<file path="src/rtl/sdram_cmd_queue_pkg.sv">
// Shared types for the SDRAM command queue: queued command record and FSM states.
package sdram_pkg;

    localparam int unsigned CMD_ADDR_W = 32;
    localparam int unsigned CMD_DATA_W = 32;

    typedef struct packed {
        logic                  we;
        logic [CMD_ADDR_W-1:0] addr;
        logic [CMD_DATA_W-1:0] wdata;
    } cmd_t;

    typedef enum logic [1:0] {
        IDLE,
        ISSUE,
        WAIT,
        RESP
    } q_state_e;

endpackage

</file>
<file path="src/rtl/sdram_cmd_queue_if.sv">
// Client-side request/response bundle of the SDRAM command queue.
interface sdram_cmd_queue_if #(
    parameter int unsigned ADDR_WIDTH = 32,
    parameter int unsigned DATA_WIDTH = 32
);

    logic                  req_valid;
    logic                  req_ready;
    logic                  req_we;
    logic [ADDR_WIDTH-1:0] req_addr;
    logic [DATA_WIDTH-1:0] req_wdata;
    logic                  rsp_valid;
    logic                  rsp_we;
    logic [DATA_WIDTH-1:0] rsp_rdata;
    logic                  rsp_err;

    modport master (
        output req_valid, req_we, req_addr, req_wdata,
        input  req_ready, rsp_valid, rsp_we, rsp_rdata, rsp_err
    );

    modport slave (
        input  req_valid, req_we, req_addr, req_wdata,
        output req_ready, rsp_valid, rsp_we, rsp_rdata, rsp_err
    );

endinterface

</file>
<file path="src/rtl/sdram_sync_fifo.sv">
// Single-clock FIFO with registered occupancy; head entry is read combinationally.
module sdram_sync_fifo #(
    parameter int unsigned DEPTH = 4,
    parameter int unsigned WIDTH = 8
) (
    input  logic                     clk,
    input  logic                     rst_n,
    input  logic                     push,
    input  logic [WIDTH-1:0]         din,
    input  logic                     pop,
    output logic [WIDTH-1:0]         dout,
    output logic [$clog2(DEPTH):0]   level,
    output logic                     full,
    output logic                     empty
);

    localparam int unsigned PTR_W = $clog2(DEPTH);
    localparam logic [PTR_W:0] FULL_LEVEL = (PTR_W + 1)'(DEPTH);

    logic [WIDTH-1:0] mem [DEPTH];
    logic [PTR_W-1:0] wr_ptr;
    logic [PTR_W-1:0] rd_ptr;
    logic             do_push;
    logic             do_pop;

    assign full    = (level == FULL_LEVEL);
    assign empty   = (level == '0);
    assign do_push = push & ~full;
    assign do_pop  = pop & ~empty;
    assign dout    = mem[rd_ptr];

    always_ff @(posedge clk) begin
        if (do_push) begin
            mem[wr_ptr] <= din;
        end
    end

    // Pointers wrap naturally because DEPTH is a power of two.
    always_ff @(posedge clk or negedge rst_n) begin
        if (!rst_n) begin
            wr_ptr <= '0;
            rd_ptr <= '0;
            level  <= '0;
        end else begin
            if (do_push) wr_ptr <= wr_ptr + 1'b1;
            if (do_pop)  rd_ptr <= rd_ptr + 1'b1;
            case ({do_push, do_pop})
                2'b10:   level <= level + 1'b1;
                2'b01:   level <= level - 1'b1;
                default: level <= level;
            endcase
        end
    end

endmodule

</file>
<file path="src/rtl/sdram_cmd_queue.sv">
// Client front end for one SDRAM arbiter port: queues requests, issues them one
// at a time, returns in-order completion pulses and flags stalled completions.
module sdram_cmd_queue
    import sdram_pkg::*;
#(
    parameter int unsigned ADDR_WIDTH     = CMD_ADDR_W,
    parameter int unsigned DATA_WIDTH     = CMD_DATA_W,
    parameter int unsigned DEPTH          = 4,
    parameter int unsigned TIMEOUT_CYCLES = 1024
) (
    input  logic                    clk,
    input  logic                    rst_n,
    sdram_cmd_queue_if.slave        client,
    output logic [$clog2(DEPTH):0]  level,
    output logic [ADDR_WIDTH-1:0]   sd_addr,
    output logic [DATA_WIDTH-1:0]   sd_write_data,
    output logic                    sd_wr,
    output logic                    sd_rd,
    input  logic                    sd_rdy,
    input  logic                    sd_wvalid,
    input  logic                    sd_rvalid,
    input  logic [DATA_WIDTH-1:0]   sd_read_data
);

    localparam int unsigned TMR_W = $clog2(TIMEOUT_CYCLES) + 1;
    localparam logic [TMR_W-1:0] TMR_LAST = TMR_W'(TIMEOUT_CYCLES - 1);

    q_state_e             state;
    q_state_e             state_d;
    cmd_t                 fifo_din;
    cmd_t                 fifo_dout;
    logic                 fifo_full;
    logic                 fifo_empty;
    logic                 push;
    logic                 pop;
    logic                 accept;
    logic                 finish;
    logic                 expire;
    logic                 cmd_we;
    logic [TMR_W-1:0]     timer;
    logic                 rsp_valid_q;
    logic                 rsp_we_q;
    logic [DATA_WIDTH-1:0] rsp_rdata_q;
    logic                 rsp_err_q;

    // Ready is based on the registered level so a same-cycle pop never lets a push into a full FIFO.
    assign client.req_ready = rst_n & ~fifo_full;
    assign push             = client.req_valid & client.req_ready;
    assign fifo_din         = cmd_t'{we: client.req_we, addr: client.req_addr, wdata: client.req_wdata};

    assign client.rsp_valid = rsp_valid_q;
    assign client.rsp_we    = rsp_we_q;
    assign client.rsp_rdata = rsp_rdata_q;
    assign client.rsp_err   = rsp_err_q;

    sdram_sync_fifo #(
        .DEPTH (DEPTH),
        .WIDTH ($bits(cmd_t))
    ) u_fifo (
        .clk   (clk),
        .rst_n (rst_n),
        .push  (push),
        .din   (fifo_din),
        .pop   (pop),
        .dout  (fifo_dout),
        .level (level),
        .full  (fifo_full),
        .empty (fifo_empty)
    );

    always_ff @(posedge clk or negedge rst_n) begin
        if (!rst_n) begin
            state <= IDLE;
        end else begin
            state <= state_d;
        end
    end

    always_comb begin
        state_d = state;
        pop     = 1'b0;
        accept  = 1'b0;
        finish  = 1'b0;
        expire  = 1'b0;
        case (state)
            IDLE: begin
                if (!fifo_empty) begin
                    pop     = 1'b1;
                    state_d = ISSUE;
                end
            end
            ISSUE: begin
                if (sd_rdy) begin
                    accept  = 1'b1;
                    state_d = WAIT;
                end
            end
            WAIT: begin
                // Only the valid matching the command type completes it.
                if (cmd_we ? sd_wvalid : sd_rvalid) begin
                    finish  = 1'b1;
                    state_d = RESP;
                end else if (timer == TMR_LAST) begin
                    expire  = 1'b1;
                    state_d = RESP;
                end
            end
            RESP:    state_d = IDLE;
            default: state_d = IDLE;
        endcase
    end

    always_ff @(posedge clk or negedge rst_n) begin
        if (!rst_n) begin
            cmd_we        <= 1'b0;
            sd_addr       <= '0;
            sd_write_data <= '0;
            sd_wr         <= 1'b0;
            sd_rd         <= 1'b0;
            timer         <= '0;
            rsp_valid_q   <= 1'b0;
            rsp_we_q      <= 1'b0;
            rsp_rdata_q   <= '0;
            rsp_err_q     <= 1'b0;
        end else begin
            rsp_valid_q <= 1'b0;
            rsp_we_q    <= 1'b0;
            rsp_rdata_q <= '0;
            rsp_err_q   <= 1'b0;
            if (pop) begin
                cmd_we        <= fifo_dout.we;
                sd_addr       <= fifo_dout.addr;
                sd_write_data <= fifo_dout.wdata;
                sd_wr         <= fifo_dout.we;
                sd_rd         <= ~fifo_dout.we;
            end
            if (accept) begin
                sd_wr         <= 1'b0;
                sd_rd         <= 1'b0;
                sd_write_data <= '0;
                timer         <= '0;
            end
            if (state == WAIT && !finish && !expire) begin
                timer <= timer + 1'b1;
            end
            if (finish || expire) begin
                rsp_valid_q <= 1'b1;
                rsp_we_q    <= cmd_we;
                rsp_err_q   <= expire;
                rsp_rdata_q <= (finish && !cmd_we) ? sd_read_data : '0;
            end
        end
    end

endmodule

</file>
<file path="src/flat_wrapper.sv">
// flat-port wrapper written by rule: the top's interface ports become plain ports
module sdram_cmd_queue_flat import sdram_pkg::*;
#(
    parameter int unsigned ADDR_WIDTH     = CMD_ADDR_W,
    parameter int unsigned DATA_WIDTH     = CMD_DATA_W,
    parameter int unsigned DEPTH          = 4,
    parameter int unsigned TIMEOUT_CYCLES = 1024
)
  (clk, rst_n, level, sd_addr, sd_write_data, sd_wr, sd_rd, sd_rdy, sd_wvalid, sd_rvalid, sd_read_data, client_req_valid, client_req_we, client_req_addr, client_req_wdata, client_req_ready, client_rsp_valid, client_rsp_we, client_rsp_rdata, client_rsp_err);
  sdram_cmd_queue_if #(.ADDR_WIDTH(ADDR_WIDTH), .DATA_WIDTH(DATA_WIDTH)) client_i ();
  input  logic clk;
  input  logic rst_n;
  output logic [$clog2(DEPTH):0] level;
  output logic [ADDR_WIDTH-1:0] sd_addr;
  output logic [DATA_WIDTH-1:0] sd_write_data;
  output logic sd_wr;
  output logic sd_rd;
  input  logic sd_rdy;
  input  logic sd_wvalid;
  input  logic sd_rvalid;
  input  logic [DATA_WIDTH-1:0] sd_read_data;
  input wire logic [$bits(client_i.req_valid)-1:0] client_req_valid;
  input wire logic [$bits(client_i.req_we)-1:0] client_req_we;
  input wire logic [$bits(client_i.req_addr)-1:0] client_req_addr;
  input wire logic [$bits(client_i.req_wdata)-1:0] client_req_wdata;
  output wire logic [$bits(client_i.req_ready)-1:0] client_req_ready;
  output wire logic [$bits(client_i.rsp_valid)-1:0] client_rsp_valid;
  output wire logic [$bits(client_i.rsp_we)-1:0] client_rsp_we;
  output wire logic [$bits(client_i.rsp_rdata)-1:0] client_rsp_rdata;
  output wire logic [$bits(client_i.rsp_err)-1:0] client_rsp_err;
  assign client_i.req_valid = client_req_valid;
  assign client_i.req_we = client_req_we;
  assign client_i.req_addr = client_req_addr;
  assign client_i.req_wdata = client_req_wdata;
  assign client_req_ready = client_i.req_ready;
  assign client_rsp_valid = client_i.rsp_valid;
  assign client_rsp_we = client_i.rsp_we;
  assign client_rsp_rdata = client_i.rsp_rdata;
  assign client_rsp_err = client_i.rsp_err;
  sdram_cmd_queue #(.ADDR_WIDTH(ADDR_WIDTH), .DATA_WIDTH(DATA_WIDTH), .DEPTH(DEPTH), .TIMEOUT_CYCLES(TIMEOUT_CYCLES)) u_core (.clk(clk), .rst_n(rst_n), .client(client_i), .level(level), .sd_addr(sd_addr), .sd_write_data(sd_write_data), .sd_wr(sd_wr), .sd_rd(sd_rd), .sd_rdy(sd_rdy), .sd_wvalid(sd_wvalid), .sd_rvalid(sd_rvalid), .sd_read_data(sd_read_data));
endmodule
</file>
<file path="config.mk">
export PLATFORM = sky130hd
export DESIGN_NAME = sdram_cmd_queue_flat
export DESIGN_NICKNAME = d
export VERILOG_FILES = /design/src/rtl/sdram_cmd_queue_pkg.sv /design/src/rtl/sdram_cmd_queue_if.sv /design/src/rtl/sdram_sync_fifo.sv /design/src/rtl/sdram_cmd_queue.sv /design/src/flat_wrapper.sv
export SDC_FILE = /design/constraint.sdc
export NUM_CORES = 1
export LEC_CHECK = 0
export CAP_MARGIN = 5
export CORE_ASPECT_RATIO = 1.1
export CORE_MARGIN = 2
export CORE_UTILIZATION = 50
export DETAILED_ROUTE_END_ITERATION = 7
export MAX_ROUTING_LAYER = met4
export PLACE_DENSITY = 0.85
export REMOVE_ABC_BUFFERS = 1
export SYNTH_ARGS = -nofsm -noshare
export SYNTH_HDL_FRONTEND = slang
export SYNTH_SLANG_ARGS = --single-unit
</file>
<file path="constraint.sdc">
create_clock -name clk -period 3.9 [get_ports clk]
set_input_delay 0.585 -clock clk [delete_from_list [all_inputs] [get_ports clk]]
set_output_delay 0.585 -clock clk [all_outputs]
set_load 0.05 [all_outputs]
</file>
==> out/results.env, run 1 <==
YS_TYPES=47
DIEHEIGHT_UM=181.4
ROWS=64
RUN_STATUS='complete, no violations'
YS_SEQ_AREA_SHARE_PCT=75.95
PLACED_CELLS=1370
HOLDCRITPATHCLASS='input port to asynchronous set/reset pin'
FP.COREAREA_UM2=27950
WORSTSETUPPATHTYPE='flip-flop to output pin'
DETAILEDPLACEMENTHPWL_MM=17.00
ANTENNA_LEFT=0
CRITICAL-PATH-MAX-STAGE-DELAY_NS=0.93
FINAL_PERIOD_UTIL_PCT=79.30
SYNTH.AVG_CELL_AREA_UM2=17.25
ARRIVAL_NS=2.51
TIGHTESTPINTRANSITION_NS=1.071
PIN_COUNT=208
DRT_FIRST_ITER_VIOLATIONS=576
WL_PER_CELL_UM=20.28
POWER_PER_STANDARD_CELL_AREA_nW_PER_UM2=776.2
TIMING.CRITICAL_PATH.CELLS='inv_1, a31oi_1, clkdlybuf4s50_1'
CLOCK_INSERTION_DELAY_WORST_SKEW_NS=0.52
TIMING_HOLD_VIOLATIONS_FINAL=0
MAX-CLOCK-PATH-BUFFERS=3
IRDROPWORSTVDD_mV=0.8944
SYNTH_WARNINGS=0
FIN_WORST_HOLD_SLACK_NS=0.2061
SWITCHING_SHARE_PCT=34.95
FLOORPLAN.DIE_AREA_UM2=29970
POSTCTSSETUPREPAIRBUFS=0
END_KIND='output pin'
POWER_REPORT.INTERNAL_TOTAL_mW=9.120
SYNTH_FF_TYPE='edfxtp_1'
SYNTH_CELLS=829
REPORT.FINAL.SLEW_VIOL_COUNT=0
TOT_GR_TRACK_USE_PCT=20.81
AREA_DELTA_SYNTH_FINAL_PCT=26.33
POST_LAYOUT_NONFILLER_INSTANCES=1444
CLOCK_TREE.ROOT_CELL='clkbuf_16'
WL_MM=29.28
POST-ROUTE-DRC-COUNT=0
DRT_PASS1_ITERATIONS=4
SHARE_OF_THE_CORE_FILLED_WITH_CELLS_IN_THE_FINAL_LAYOUT_PCT=64.64
CRITICAL-PATH-SLOWEST-CELL='clkdlybuf4s50_1'
CLOCK_SHARE_OF_POWER_PCT=26.3
MAXCAPVIOLATIONS=0
SETUP_VIOLATIONS=0
SYN_AREA_UM2=14300
DIE-WIDTH_UM=165.2
GRT_FIRST_PASS_WIRELENGTH_MM=45.92
GRT_ANTENNA_BEFORE_REPAIR=2
CLKSLEWWORSTSETUPHOLDPATHS_NS=0.06
PLACE.GP.CONGESTION=0.7522
IO_BUFFER_COUNT=207
POWER.LEAKAGE_nW=6.683
TOTAL_CLOCK_BUFFERS_CREATED_BY_CTS=39
NUMCLOCKSINKS=382
DRIVE_GT1_SHARE_PCT=14.64
SYNTH_EDF_COUNT=260
VIAS=7826
FIRST_GLOBAL_VIAS=8301
TIMING.CRITICAL_PATH.REQUIRED_NS=3.31
FINALNETCOUNT=1162
TRITONCTS_CLOCK_TREE='done'
GRT_START_MAX_NET_PINS=73
GRT_SETUP_UNREPAIRED='false'
SYNTHARSTFLOPSHARE_PCT=31.94
POST_CTS.RESIZED_INSTANCES=0
H-TREE-DEPTH=2
DRT-VIAS-PER-INSTANCE=5.420
CTS_HOLD_REPAIR.BUFFERS=0
TIGHTEST_SLEW_MARGIN_RELATIVE_TO_THE_LIMIT_PCT=28.57
OVERFLOW=0
START_UTIL_PCT=51.16
SYNTH.FF_LATCH_COUNT=382
CRIT_START_CATEGORY='flip-flop'
PWR-SHARE-COMB_PCT=33.3
TIMING.CRITICAL_PATH.FANOUT_MAX=6
FIN_SKEW_NS=0.01623
NETSWITCHINGPOWER_mW=4.900
P_SEQ_SHARE_PCT=40.4
TIMING.FINAL.CRIT_PERIOD_NS=3.093
FMAXACHIEVABLE_MHz=323.3
[state kept, by name, summed over array words and instances (netlist names), 2 cells and up]
register                 count
u_core.state                 2
u_core.u_fifo.wr_ptr         2
u_core.u_fifo.level          3
u_core.client.rsp_rdata     32
u_core.u_fifo.rd_ptr         2
u_core.timer                11
u_core.sd_addr              32
u_core.sd_write_data        32
u_core.u_fifo.mem          260
[power groups by stage]
| stage | combinational [mW] | sequential (mW) | clock [mW] |
|---|---|---|---|
| detailed placement | 4.71 | 5.76 | 0 |
| global placement | 4.63 | 5.72 | 0 |
| finish | 4.66 | 5.67 | 3.69 |
| global route | 5.03 | 5.77 | 3.94 |
| CTS | 4.73 | 5.69 | 3.78 |
| floorplan | 1.88 | 6.97 | 0 |
[Yosys cell counts, drive strengths merged (5+ instances only)]
master,count,share of area (%)
inv,19,0.50
o21ai,10,0.35
dfrtp,122,21
clkbuf,16,0.42
mux2i,5,0.35
xnor2,5,0.31
and2,34,1.5
buf,23,0.95
a21oi,35,1.2
edfxtp,260,55
nand2,176,4.6
mux4,65,10
ha,10,0.88
[per-stage QoR]
stage	setup TNS, ns	instance area (um2)	power [mW]	setup WS, ns
6_report	0	18060	14.02	0.8073
5_1_grt	0	18060	14.74	0.7231
4_1_cts	0	18060	14.20	0.8287
3_5_place_dp	0	16770	10.47	1.255
3_3_place_gp	0	16770	10.35	1.333
2_1_floorplan	-28.72	14100	8.852	-0.1241
[critical path, delay by kind of cell (launching register included)]
kind	cells	cell delay, ns
AOI/OAI and AO/OA	1	0.56
buffers and inverters	2	1.02
DFF	1	0.41
[metal layers]
layer / up-vias / GRT usage (%) / wire length, um
met1: 3982 / 25.93 / 11680
met5: - / - / 0
li1: 3501 / - / -
met4: 0 / 5.913 / 728
met2: 285 / 33.63 / 14480
met3: 58 / 5.739 / 2396
[logic make-up (layout without fill, tap and decap cells)]
logic type | count (synthesis) | in the layout | synth area share, %
multiplexers | 72 | 72 | 10.75
XOR/XNOR | 8 | 8 | 0.4900
AND/OR/NAND/NOR | 238 | 238 | 7.473
buffers and inverters | 58 | 308 | 1.873
AO/OA/AOI/OAI | 60 | 60 | 2.450
other | 0 | 2 | 0
flip-flops | 382 | 382 | 75.95
adder cells (fa/ha/maj) | 11 | 11 | 1.015
[layout by cell type, fill, tap and decap left out, drive strengths merged, types with 3 or more instances in the layout]
master,count
mux2i,5
bufinv,3
inv,20
xnor2,5
and2,34
clkdlybuf4s50,206
nand2b,3
xor2,3
nand2,176
nand3,4
o21ai,10
a211o,3
edfxtp,260
mux4,65
a21oi,35
clkbuf,52
ha,10
nor4,3
buf,11
and3,4
clkinv,16
dfrtp,122
nor2,4
or3,3
[layout make-up]
type | count | area, um2
fillers | 1932 | 9883
clock buffers | 52 | 1096
flip-flops and latches | 382 | 10870
inverters | 19 | 71.32
clock inverters | 20 | 196.4
repair buffers | 217 | 2173
well taps | 363 | 454.2
multi-input cells | 389 | 3199
diodes | 2 | 5.005
[final timing paths]
path                       slack [ns]  cells past startpoint                                   to                                from
max in group asynchronous        2.19                      3  u_core.u_fifo.rd_ptr[0]$_DFFE_PN0P_                               rst_n
max                              0.81                      3                     client_req_ready  u_core.u_fifo.level[0]$_DFFE_PN0P_
min                              0.21                      2   u_core.u_fifo.level[1]$_DFFE_PN0P_                               rst_n
min in group clk                 0.47                      2       u_core.sd_addr[24]$_DFFE_PN0P_      u_core.sd_addr[24]$_DFFE_PN0P_
max reg2reg                      1.41                      3   u_core.u_fifo.mem[2][56]$_DFFE_PP_  u_core.u_fifo.level[0]$_DFFE_PN0P_
min reg2reg                      0.47                      2       u_core.sd_addr[24]$_DFFE_PN0P_      u_core.sd_addr[24]$_DFFE_PN0P_
(Power assumes the default switching activity.)
==> run 2: changes to the inputs <==
CORE_UTILIZATION = 49   (was 50)
PLACE_DENSITY = 0.87   (was 0.85)
clock period = 2.5 ns   (was 3.9 ns; I/O delays follow)
==> run 2 against run 1 <==
  * Clock skew rose by 0.00050 ns
  * Global-route usage fell by 0.64 points
  * Sequential share of layout area fell by 0.35 points
  * Worst hold slack got worse by 0.15 ns
  * Utilization fell by 1.3 points
  * Sequential power rose by 53%
  * Wire length rose by 1.7%
  * Flip-flop and latch count did not move
  * Critical path type unchanged
  * Largest cell class unchanged
==> out/results.env, run 2 (synthesis results as in run 1) <==
RUN_STATUS='complete, no violations'
FLOORPLAN.DIE_AREA_UM2=30560
DIEHEIGHT_UM=183.2
POST_LAYOUT_NONFILLER_INSTANCES=1454
TOT_GR_TRACK_USE_PCT=20.18
SWITCHING_SHARE_PCT=35.20
TIGHTEST_SLEW_MARGIN_RELATIVE_TO_THE_LIMIT_PCT=40.52
ARRIVAL_NS=1.77
GRT_SETUP_UNREPAIRED='false'
PIN_COUNT=208
START_UTIL_PCT=49.81
MAX-CLOCK-PATH-BUFFERS=3
CLOCK_SHARE_OF_POWER_PCT=25.3
CRITICAL_PATH.TOP_DELAY_FAMILY='buffers and inverters'
P_SEQ_SHARE_PCT=39.8
FP.COREAREA_UM2=28710
FIN_TOTAL_PWR_mW=21.85
TOTAL_CLOCK_BUFFERS_CREATED_BY_CTS=37
GRT_START_MAX_NET_PINS=69
POST-ROUTE-DRC-COUNT=0
DIE-WIDTH_UM=166.9
PRECTSSETUPSLACK_NS=0.2091
FINAL_PERIOD_UTIL_PCT=85.83
POWER_REPORT.INTERNAL_TOTAL_mW=14.16
WORSTPATHBUFFERINVERTERCOUNT=1
FIN_SKEW_NS=0.01673
POSTLAYOUTSETUPSLACKWORST_NS=0.3543
TRITONCTS_CLOCK_TREE='done'
MAXCAPVIOLATIONS=0
DRT_FIRST_ITER_VIOLATIONS=619
POST_CTS.RESIZED_INSTANCES=0
CLOCK_TREE.ROOT_CELL='clkbuf_16'
ANTENNA_LEFT=0
POWER.LEAKAGE_nW=6.720
CLOCK_INSERTION_DELAY_WORST_SKEW_NS=0.52
DRIVE_GT1_SHARE_PCT=14.94
LARGEST_REGISTER_FF_COUNT=260
CRIT_START_CATEGORY='flip-flop'
H-TREE-DEPTH=2
TIMING.CRITICAL_PATH.REQUIRED_NS=2.12
ROWS=65
AREA_DELTA_SYNTH_FINAL_PCT=27.07
TIMING_HOLD_VIOLATIONS_FINAL=0
FINAL_COMMON_CELL='edfxtp_1'
TIMING.CRITICAL_PATH.FANOUT_MAX=2
TIMING.CRITICAL_PATH.CELLS='clkdlybuf4s50_1'
REPORT.FINAL.SLEW_VIOL_COUNT=0
AREA_OF_THE_MULTI_INPUT_GATES_UM2=3199
IRDROPWORSTVDD_mV=0.9956
POSTCTSSETUPREPAIRBUFS=0
WL_MM=29.78
PLACE.GP.CONGESTION=0.8169
CLKSLEWWORSTSETUPHOLDPATHS_NS=0.06
NUMCLOCKSINKS=382
REGAREA_UM2=10870
POWER_PER_STANDARD_CELL_AREA_nW_PER_UM2=1203
SETUP_VIOLATIONS=0
IO_BUFFER_COUNT=207
GRT_ANTENNA_BEFORE_REPAIR=1
COMMONEST_CELLS_AFTER_ROUTING_FILL_AND_TAPS_ASIDE='260 x edfxtp_1, 205 x clkdlybuf4s50_1, 176 x nand2_1'
OVERFLOW=0
DRT-VIAS-PER-INSTANCE=5.388
HOLDCRITPATHCLASS='input port to asynchronous set/reset pin'
WL_PER_CELL_UM=20.48
TIGHTESTPINTRANSITION_NS=0.8922
DRT_PASS1_ITERATIONS=5
END_KIND='output pin'
CRITICAL-PATH-SLOWEST-CELL='clkdlybuf4s50_1'
FIRST_GLOBAL_VIAS=8300
WORSTSETUPPATHTYPE='flip-flop to output pin'
NETSWITCHINGPOWER_mW=7.690
SHARE_OF_THE_CORE_FILLED_WITH_CELLS_IN_THE_FINAL_LAYOUT_PCT=63.29
LARGEST-REGISTER='u_core.u_fifo.mem'
FINALNETCOUNT=1169
GRT_FIRST_PASS_WIRELENGTH_MM=46.24
CTS_HOLD_REPAIR.BUFFERS=0
CRITICAL-PATH-MAX-STAGE-DELAY_NS=0.84
FMAXACHIEVABLE_MHz=466.0
DETAILEDPLACEMENTHPWL_MM=17.73
VIAS=7834
PWR-SHARE-COMB_PCT=34.9
TIMING.FINAL.CRIT_PERIOD_NS=2.146
FILLERS=1972
PLACED_CELLS=1384
==> run 2: cell type report <==
| type | instances | share of cell area, % |
|---|---|---|
| flip-flops and latches | 382 | 59.81 |
| multi-input cells | 389 | 17.61 |
| repair buffers | 226 | 12.87 |
| clock buffers | 55 | 5.963 |
| well taps | 368 | 2.534 |
| clock inverters | 13 | 0.7919 |
| inverters | 19 | 0.3925 |
| diodes | 2 | 0.02754 |
==> run 2: path summary, 6_finish.rpt <==
path,to,startpoint,slack [ns],depth (start not counted)
max,sd_write_data[13],u_core.sd_write_data[13]$_DFFE_PN0P_,0.35,1
min,u_core.sd_write_data[2]$_DFFE_PN0P_,rst_n,0.06,2
max reg2reg,u_core.sd_write_data[20]$_DFFE_PN0P_,u_core.u_fifo.level[0]$_DFFE_PN0P_,0.39,5
min reg2reg,u_core.sd_addr[18]$_DFFE_PN0P_,u_core.sd_addr[18]$_DFFE_PN0P_,0.47,2
max in group asynchronous,u_core.client.rsp_rdata[1]$_DFF_PN0_,rst_n,1.02,3
min in group clk,u_core.client.rsp_rdata[31]$_DFF_PN0_,sd_read_data[31],0.42,2
==> run 2: layer usage <==
metal,global-route usage (%),vias up,wire [um]
met1,25.41,3994,12020
li1,-,3515,-
met4,5.793,0,617
met3,4.100,42,2037
met2,33.63,283,15110
met5,-,-,0
==> run 2: through the flow <==
step / hold slack [ns] / TNS (ns) / cell area, um2
after floorplan: 0.07941 / -469.85 / 14100
after global placement: 0.4590 / 0 / 16940
after detailed placement: 0.4612 / 0 / 16940
after CTS: 0.07017 / 0 / 18160
after global routing: 0.1151 / 0 / 18170
final: 0.05548 / 0 / 18170
==> run 2: power by group through the flow <==
stage	combinational [mW]	clock [mW]	sequential (mW)
detailed placement	7.71	0	8.85
finish	7.62	5.53	8.70
floorplan	2.94	0	10.9
CTS	7.75	5.66	8.73
global route	8.17	5.88	8.83
global placement	7.51	0	8.78
